File: src/rtl/ifetch_stage_if.sv
// rtl/ifetch_stage_if.sv - fetch-stage bus: next-PC, redirect, imem handshake, IF/ID outputs
interface ifetch_stage_if;
    logic [31:0] next_pc;
    logic [31:0] pc_plus4;
    logic        redirect;
    logic [31:0] redirect_pc;
    logic        imem_req;
    logic [31:0] imem_addr;
    logic        imem_ack;
    logic [31:0] imem_data;
    logic        id_stall;
    logic        if_valid;
    logic [31:0] if_instr;
    logic [31:0] if_pc;

    modport master (
        input  next_pc, redirect, redirect_pc, imem_ack, imem_data, id_stall,
        output pc_plus4, imem_req, imem_addr, if_valid, if_instr, if_pc
    );

    modport slave (
        output next_pc, redirect, redirect_pc, imem_ack, imem_data, id_stall,
        input  pc_plus4, imem_req, imem_addr, if_valid, if_instr, if_pc
    );
endinterface

File: src/rtl/ifetch_stage.sv
// rtl/ifetch_stage.sv - MIPS32 instruction fetch: PC register, imem req/ack, IF/ID output with hold buffer
module ifetch_stage #(
    parameter logic [31:0] RESET_VECTOR = 32'h0000_0000
) (
    input logic          clock,
    input logic          reset,
    ifetch_stage_if.master bus
);
    typedef enum logic [1:0] {IDLE, FETCH, HOLD, DROP} state_t;

    state_t      state_q;
    logic [31:0] pc_q;
    logic [31:0] save_pc_q;
    logic [31:0] hold_instr_q;
    logic [31:0] hold_pc_q;
    logic [31:0] if_instr_q;
    logic [31:0] if_pc_q;
    logic        if_valid_q;
    logic        advance;

    assign advance       = !if_valid_q || !bus.id_stall;
    assign bus.imem_req  = (state_q == FETCH) || (state_q == DROP);
    assign bus.imem_addr = pc_q;
    assign bus.pc_plus4  = pc_q + 32'd4;
    assign bus.if_valid  = if_valid_q;
    assign bus.if_instr  = if_instr_q;
    assign bus.if_pc     = if_pc_q;

    always_ff @(posedge clock or posedge reset) begin
        if (reset) begin
            state_q      <= IDLE;
            pc_q         <= RESET_VECTOR;
            save_pc_q    <= 32'd0;
            hold_instr_q <= 32'd0;
            hold_pc_q    <= 32'd0;
            if_instr_q   <= 32'd0;
            if_pc_q      <= 32'd0;
            if_valid_q   <= 1'b0;
        end else begin
            if (bus.redirect) begin
                if_valid_q   <= 1'b0;
                hold_instr_q <= 32'd0;
                hold_pc_q    <= 32'd0;
            end
            case (state_q)
                IDLE: begin
                    state_q <= FETCH;
                    if (bus.redirect) pc_q <= bus.redirect_pc;
                end
                FETCH: begin
                    if (bus.redirect) begin
                        // An un-acked request must complete before the new target is issued.
                        if (bus.imem_ack) begin
                            pc_q <= bus.redirect_pc;
                        end else begin
                            save_pc_q <= bus.redirect_pc;
                            state_q   <= DROP;
                        end
                    end else if (bus.imem_ack) begin
                        pc_q <= bus.next_pc;
                        if (advance) begin
                            if_instr_q <= bus.imem_data;
                            if_pc_q    <= pc_q;
                            if_valid_q <= 1'b1;
                        end else begin
                            hold_instr_q <= bus.imem_data;
                            hold_pc_q    <= pc_q;
                            state_q      <= HOLD;
                        end
                    end else if (advance) begin
                        if_valid_q <= 1'b0;
                    end
                end
                HOLD: begin
                    if (bus.redirect) begin
                        pc_q    <= bus.redirect_pc;
                        state_q <= FETCH;
                    end else if (!bus.id_stall) begin
                        if_instr_q <= hold_instr_q;
                        if_pc_q    <= hold_pc_q;
                        if_valid_q <= 1'b1;
                        state_q    <= FETCH;
                    end
                end
                DROP: begin
                    if (bus.redirect) save_pc_q <= bus.redirect_pc;
                    if (bus.imem_ack) begin
                        pc_q    <= bus.redirect ? bus.redirect_pc : save_pc_q;
                        state_q <= FETCH;
                    end
                end
                default: state_q <= IDLE;
            endcase
        end
    end
endmodule

File: src/flat_wrapper.sv
// flat-port wrapper written by rule: the top's interface ports become plain ports
module ifetch_stage_flat 
#(
    parameter logic [31:0] RESET_VECTOR = 32'h0000_0000
)
  (clock, reset, bus_next_pc, bus_redirect, bus_redirect_pc, bus_imem_ack, bus_imem_data, bus_id_stall, bus_pc_plus4, bus_imem_req, bus_imem_addr, bus_if_valid, bus_if_instr, bus_if_pc);
  ifetch_stage_if bus_i ();
  input logic clock;
  input logic reset;
  input wire logic [$bits(bus_i.next_pc)-1:0] bus_next_pc;
  input wire logic [$bits(bus_i.redirect)-1:0] bus_redirect;
  input wire logic [$bits(bus_i.redirect_pc)-1:0] bus_redirect_pc;
  input wire logic [$bits(bus_i.imem_ack)-1:0] bus_imem_ack;
  input wire logic [$bits(bus_i.imem_data)-1:0] bus_imem_data;
  input wire logic [$bits(bus_i.id_stall)-1:0] bus_id_stall;
  output wire logic [$bits(bus_i.pc_plus4)-1:0] bus_pc_plus4;
  output wire logic [$bits(bus_i.imem_req)-1:0] bus_imem_req;
  output wire logic [$bits(bus_i.imem_addr)-1:0] bus_imem_addr;
  output wire logic [$bits(bus_i.if_valid)-1:0] bus_if_valid;
  output wire logic [$bits(bus_i.if_instr)-1:0] bus_if_instr;
  output wire logic [$bits(bus_i.if_pc)-1:0] bus_if_pc;
  assign bus_i.next_pc = bus_next_pc;
  assign bus_i.redirect = bus_redirect;
  assign bus_i.redirect_pc = bus_redirect_pc;
  assign bus_i.imem_ack = bus_imem_ack;
  assign bus_i.imem_data = bus_imem_data;
  assign bus_i.id_stall = bus_id_stall;
  assign bus_pc_plus4 = bus_i.pc_plus4;
  assign bus_imem_req = bus_i.imem_req;
  assign bus_imem_addr = bus_i.imem_addr;
  assign bus_if_valid = bus_i.if_valid;
  assign bus_if_instr = bus_i.if_instr;
  assign bus_if_pc = bus_i.if_pc;
  ifetch_stage #(.RESET_VECTOR(RESET_VECTOR)) u_core (.clock(clock), .reset(reset), .bus(bus_i));
endmodule
File: config.mk
export PLATFORM = sky130hd
export DESIGN_NAME = ifetch_stage_flat
export DESIGN_NICKNAME = d
export VERILOG_FILES = /design/src/rtl/ifetch_stage_if.sv /design/src/rtl/ifetch_stage.sv /design/src/flat_wrapper.sv
export SDC_FILE = /design/constraint.sdc
export NUM_CORES = 1
export LEC_CHECK = 0
export ABC_AREA = 1
export BUFFER_PORTS_ARGS = -buffer_cell sky130_fd_sc_hd__buf_2
export CAP_MARGIN = 15
export CORE_AREA = 2 2 108 215
export DETAILED_ROUTE_END_ITERATION = 6
export DIE_AREA = 0 0 110 217
export PLACE_DENSITY = 0.77
export SYNTH_ARGS = -nofsm -noshare
export SYNTH_HDL_FRONTEND = slang
export SYNTH_SLANG_ARGS = --single-unit
File: constraint.sdc
create_clock -name clock -period 5.6 [get_ports clock]
set_clock_uncertainty 0.1 [all_clocks]
set_input_delay 0.28 -clock clock [delete_from_list [all_inputs] [get_ports clock]]
set_output_delay 0.28 -clock clock [all_outputs]
set_load 0.03 [all_outputs]
# --- Word-level counts from Yosys, hierarchy flattened ---
# Cells that the tools add are included.
word_totals:
  register_bits: 195
  in_bits: 101
  out_inout_bits: 130
classes:
  eq_ne: 16
  n_mux: 48
  n_reduce_logical: 12
  addsub: 1
ops:
  columns: ["cell", "count"]
  rows:
  - ["$mux 32", 28]
  - ["$pmux 32 s2", 3]
  - ["$pmux 32 s3", 1]
  - ["$add 32x3->32 const B", 1]
  - ["$mux 2", 7]
  - ["$ne 2x2->1 const B", 7]
  - ["$ne 3x3->1 const B", 4]
  - ["$pmux 2 s4", 1]
  - ["$mux 1", 7]
  - ["$reduce_and 3->1", 2]
  - ["$reduce_and 6->1", 1]
  - ["$reduce_and 5->1", 1]
  - ["$eq 2x2->1 const B", 2]
  - ["$ne 2x1->1 const B", 2]
  - ["$reduce_bool 2->1", 2]
  - ["$eq 2x1->1 const B", 1]
  - ["$logic_not 1->1", 2]
  - ["$logic_not 2->1", 1]
  - ["$logic_or 1x1->1", 2]
  - ["$pmux 1 s2", 1]
  - ["$reduce_or 2->1", 1]

# --- Longest topological paths before layout ---
logic_depth:
  ltp_word: 6
  depth_mapped: 10
  mapped_depth_nobuf: 9

# --- Worst setup path before layout ---
# OpenSTA, ideal clock, no wires.
synth_timing:
  path_type: "register to output"
  from: "register u_core.pc_q[2], in the netlist u_core.bus.imem_addr[2]"
  to: "output bus_pc_plus4[16]"
  required_ns: 5.220
  path_buffers: 0
  stages_incl_launch_ff: 6
  path_slack_ns: 3.359
  t_arrival_ns: 1.861
  path_cell_list: "dfrtp_1 ha_1 nand3_1 nor2_1 nand3_1 xor2_1"
synth_between:
  elab_chain_cells: 1
synth_lines:
  columns: ["item", "line_no", "rtl"]
  rows:
  - ["start: declaration", "ifetch_stage.sv:12", "logic [31:0] pc_q;"]
  - ["start signal: assignment", "ifetch_stage.sv:48", "if (bus.redirect) pc_q <= bus.redirect_pc;"]
  - ["start signal: assignment", "ifetch_stage.sv:54", "pc_q <= bus.redirect_pc;"]
  - ["start signal: assignment", "ifetch_stage.sv:60", "pc_q <= bus.next_pc;"]
  - ["$add 32x3->32", "ifetch_stage.sv:24", "assign bus.pc_plus4 = pc_q + 32'd4;"]
  - ["end: declaration", "flat_wrapper.sv:16", "output wire logic [$bits(bus_i.pc_plus4)-1:0] bus_pc_plus4;"]
# No other way between the ends.

# --- Final worst setup path ---
layout_timing:
  from: "register u_core.state_q[0]"
  to: "register u_core.if_pc_q[15], in the netlist u_core.bus.if_pc[15]"
layout_between:
  elab_chain_cells: 3
  word_cells_on_any_way: 10
layout_lines:
  columns: ["item", "line_no", "rtl"]
  rows:
  - ["start: declaration", "ifetch_stage.sv:11", "state_t state_q;"]
  - ["start signal: assignment", "ifetch_stage.sv:31", "state_q <= IDLE;"]
  - ["start signal: assignment", "ifetch_stage.sv:47", "state_q <= FETCH;"]
  - ["start signal: assignment", "ifetch_stage.sv:57", "state_q <= DROP;"]
  - ["$eq 2x1->1 / $eq 2x2->1 (equally long branches)", "ifetch_stage.sv:45", "case (state_q)"]
  - ["$ne 2x1->1 (no line) (tied with other cells)", null, null]
  - ["$reduce_and 6->1 (no line)", null, null]
  - ["end signal: assignment", "ifetch_stage.sv:63", "if_pc_q <= pc_q;"]
  - ["end signal: assignment", "ifetch_stage.sv:80", "if_pc_q <= hold_pc_q;"]
  - ["end: declaration", "ifetch_stage.sv:17", "logic [31:0] if_pc_q;"]
# Several ways; a longest one is shown, not always the timed one.
# A chain may end at the register's enable or synchronous reset.

==> summary.txt <==
Power
  – Internal: 3.72 mW
  – Psw: 4.00 mW
  – Sequential share of power: 30.5%
  – Sw Ratio: 51.8%
  – Combinational share of power: 52.4%
  – Clock power frac: 17.0%
  – Maximum vdd drop: 0.339 mV
  – PD cells: 602 nW/um^2
  – Lkg Pwr: 6.99 nW

Synthesis
  – Number of flip-flops and latches in the synthesized netlist: 195
  – Top_reg_cell synth: dfrtp_1
  – Mapped Cells: 1,605
  – Sequential element share of the synthesized area: 44.5%
  – Number of synthesis warnings: 0
  – Mean Syn Cell Area: 6.84 um^2
  – Syn nets: 1,713
  – Synth unique cells: 28
  – Post-Syn Area: 11,000 um^2
  – Post-synth EDFFs: 0
  – FFs w/ async S/R, synth: 100%

Timing
  – Final hold viol count: 0
  – Setup TNS: 0 ns
  – Crit share post-route: 58.8%
  – RSZ-0062 raised after global routing: no
  – Rel. slew slack: 43.8%
  – Worst Max-Slew Pin Slew: 0.843 ns
  – Finish-stage setup viols: 0
  – Final min period: 3.29 ns
  – Hold WS: 0.0121 ns
  – Slew Viols, Final: 0
  – Fmax: 304 MHz

Global route
  – Largest net degree at the start of global routing: 103
  – First-pass GRT wire length: 50.2 mm
  – Global Route met3 Usage: 5.42%
  – Overflow after GRT: 0
  – Grt met1 use: 37.6%
  – GRT busiest layer: met2
  – Met2 GRT Util: 41.2%
  – Initial antenna violation count: 2
  – Vias in the first global route: 9,796
  – GRT Total Usage: 26.9%

Setup path
  – CP Cell Sequence: inv_1 -> ha_2 -> buf_4 -> nor2_1 -> nor2_1 -> nor2_4 -> buf_4 -> nand2_2 -> buf_4 -> nand2_1 -> nand2_1
  – CP required: 5.83 ns
  – Max stage delay on crit path: 0.57 ns
  – CP endpoint kind: register
  – Crit path launch type: register
  – CP max-delay cell: buf_4
  – Worst path arrival time: 3.52 ns
  – Max FO, Critical Path: 65
  – Critical path class: reg -> reg
  – Most repeated library cell on the critical path: buf_4

Die
  – Full die area: 23,900 um^2
  – Row cnt: 78
  – Die H: 217 um
  – I/O pin cnt: 231
  – Core ar.: 22,300 um^2
  – Die Span X: 110 um
  – Initial Util: 49.1%

Placed design
  – Dpl hpwl: 21.0 mm
  – Placer Congestion: 0.911
  – PortBufs: 230

CTS
  – Worst skew pair latency: 0.45 ns
  – # clock sinks: 195
  – # H-tree levels: 4
  – Clk buf depth: 2
  – Root buffer cell: clkbuf_16
  – Post-CTS setup buffer count: 0
  – Reg clk slew, reported paths: 0.07 ns
  – TritonCTS clock tree: yes
  – CTS resizes: 0
  – CTS buffer count: 17

Drt
  – Routed wire length: 31.7 mm
  – DRT iter0 DRCs: 978
  – Vias/cell: 5.29
  – DRC violations left: 0
  – Via count: 11,000
  – Antenna-violating nets left: 0
  – Post-DR wirelength/cell: 15.3 um
  – 1st-pass router iterations: 7

Finish
  – Layout cell share with drive strength beyond 1: 16.7%
  – Fillers: 2,091
  – Area Overhead vs Synth: 16.9%
  – Register area: 4880 um^2
  – Most frequent cells in the layout: nand2_1, buf_2, dfrtp_1
  – Final #Nets: 1,887
  – Area of the multi-input gates: 5190 um^2
  – Commonest non-fill, non-tap cell in the layout: nand2_1

Outcome
  – Status: finished, final reports clean

Hold path
  – HP Class: in -> reg

Flow run
  – Maxcap violations: 0
-- power groups by stage --
stage | clock network (mW) | registers [mW] | logic [mW]
4_1_cts | 1.33 | 2.35 | 4.06
3_3_place_gp | 0 | 2.36 | 3.99
6_report | 1.32 | 2.36 | 4.05
5_1_grt | 1.38 | 2.40 | 4.53
3_5_place_dp | 0 | 2.37 | 4.05
2_1_floorplan | 0 | 2.80 | 2.50
-- routing by layer --
metal / wire length (um) / up-vias
li1: - / 5417
met1: 13500 / 5034
met2: 14800 / 447
met3: 2520 / 65
met4: 848 / 2
met5: 14 / -
-- final timing paths --
kind / start / endpoint / slack (ns) / depth (start not counted)
max in group asynchronous: reset / u_core.hold_pc_q[16]$_DFF_PP0_ / 3.82 / 4
setup reg to reg: u_core.state_q[0]$_DFFE_PP0P_ / u_core.bus.if_pc[15]$_DFFE_PP0P_ / 2.31 / 11
min in group asynchronous: reset / u_core.hold_instr_q[10]$_DFF_PP0_ / 0.34 / 3
hold / removal: bus_imem_data[6] / u_core.hold_instr_q[6]$_DFF_PP0_ / 0.01 / 3
setup / recovery: u_core.state_q[0]$_DFFE_PP0P_ / u_core.bus.if_pc[15]$_DFFE_PP0P_ / 2.31 / 11
hold reg to reg: u_core.bus.if_pc[2]$_DFFE_PP0P_ / u_core.bus.if_pc[2]$_DFFE_PP0P_ / 0.37 / 2
-- through the flow --
step | worst slack [ns] | cell area (um^2) | utilization (%) | cells | total power, mW
floorplan | 2.70 | 11000 | - | 1605 | 5.30
global placement | 2.40 | 12100 | 54.4 | 2034 | 6.35
detailed placement | 2.35 | 12100 | 54.4 | 2034 | 6.42
CTS | 2.33 | 12800 | 57.4 | 2072 | 7.74
global route | 2.01 | 12800 | 57.4 | 2073 | 8.31
finish | 2.31 | 12800 | 57.4 | 2073 | 7.72
-- worst max-delay path: cells and delay by family, from the launching register on --
family        cells  cell delay (ns)
simple gates      6             1.01
fa+ha+maj         1             0.18
buf+inv           4             1.39
flops             1             0.43
-- synthesized netlist by cell type (2+ instances only) --
cell type	instances	area share, %
buf_1	3	0.10
nand2_1	748	26
a21boi_0	6	0.41
o21ai_0	106	4.8
dfrtp_1	195	44
nand2_2	3	0.17
o22ai_1	57	3.2
buf_2	46	2.1
xor2_1	15	1.2
nand3_1	89	4.1
inv_2	6	0.21
clkbuf_1	31	1.1
buf_4	15	1.0
a21oi_1	66	3.0
ha_1	7	0.80
nor2_1	90	3.1
inv_1	110	3.8
nand3_2	2	0.18
-- cell families after synthesis --
family | after synthesis | synth area share [%]
simple gates | 935 | 33.2
compound gates | 239 | 11.9
buf+inv | 214 | 8.46
flops | 195 | 44.5
xor+xnor | 15 | 1.20
fa+ha+maj | 7 | 0.798
-- repair_timing --
item                                   in CTS  in global routing
endpoints found under the hold margin      29                  0
setup endpoints to repair                   0                  0
hold buffers                                6                  0
-- flip-flops by register name, summed over array words and instances, names as in the netlist --
signal / flops
u_core.bus.imem_addr: 32
u_core.bus.if_valid: 1
u_core.bus.if_pc: 32
u_core.hold_pc_q: 32
u_core.bus.if_instr: 32
u_core.save_pc_q: 32
u_core.state_q: 2
u_core.hold_instr_q: 32
-- cell type report --
type	instances	area share (%)
multi-input cells	1196	40.4
well taps	280	2.73
diodes	1	0.0195
flip-flops and latches	195	38.0
clock buffers	19	3.53
clock inverters	13	1.32
inverters	117	3.47
repair buffers	252	10.5
No activity file was read; power rests on OpenSTA's default activity.
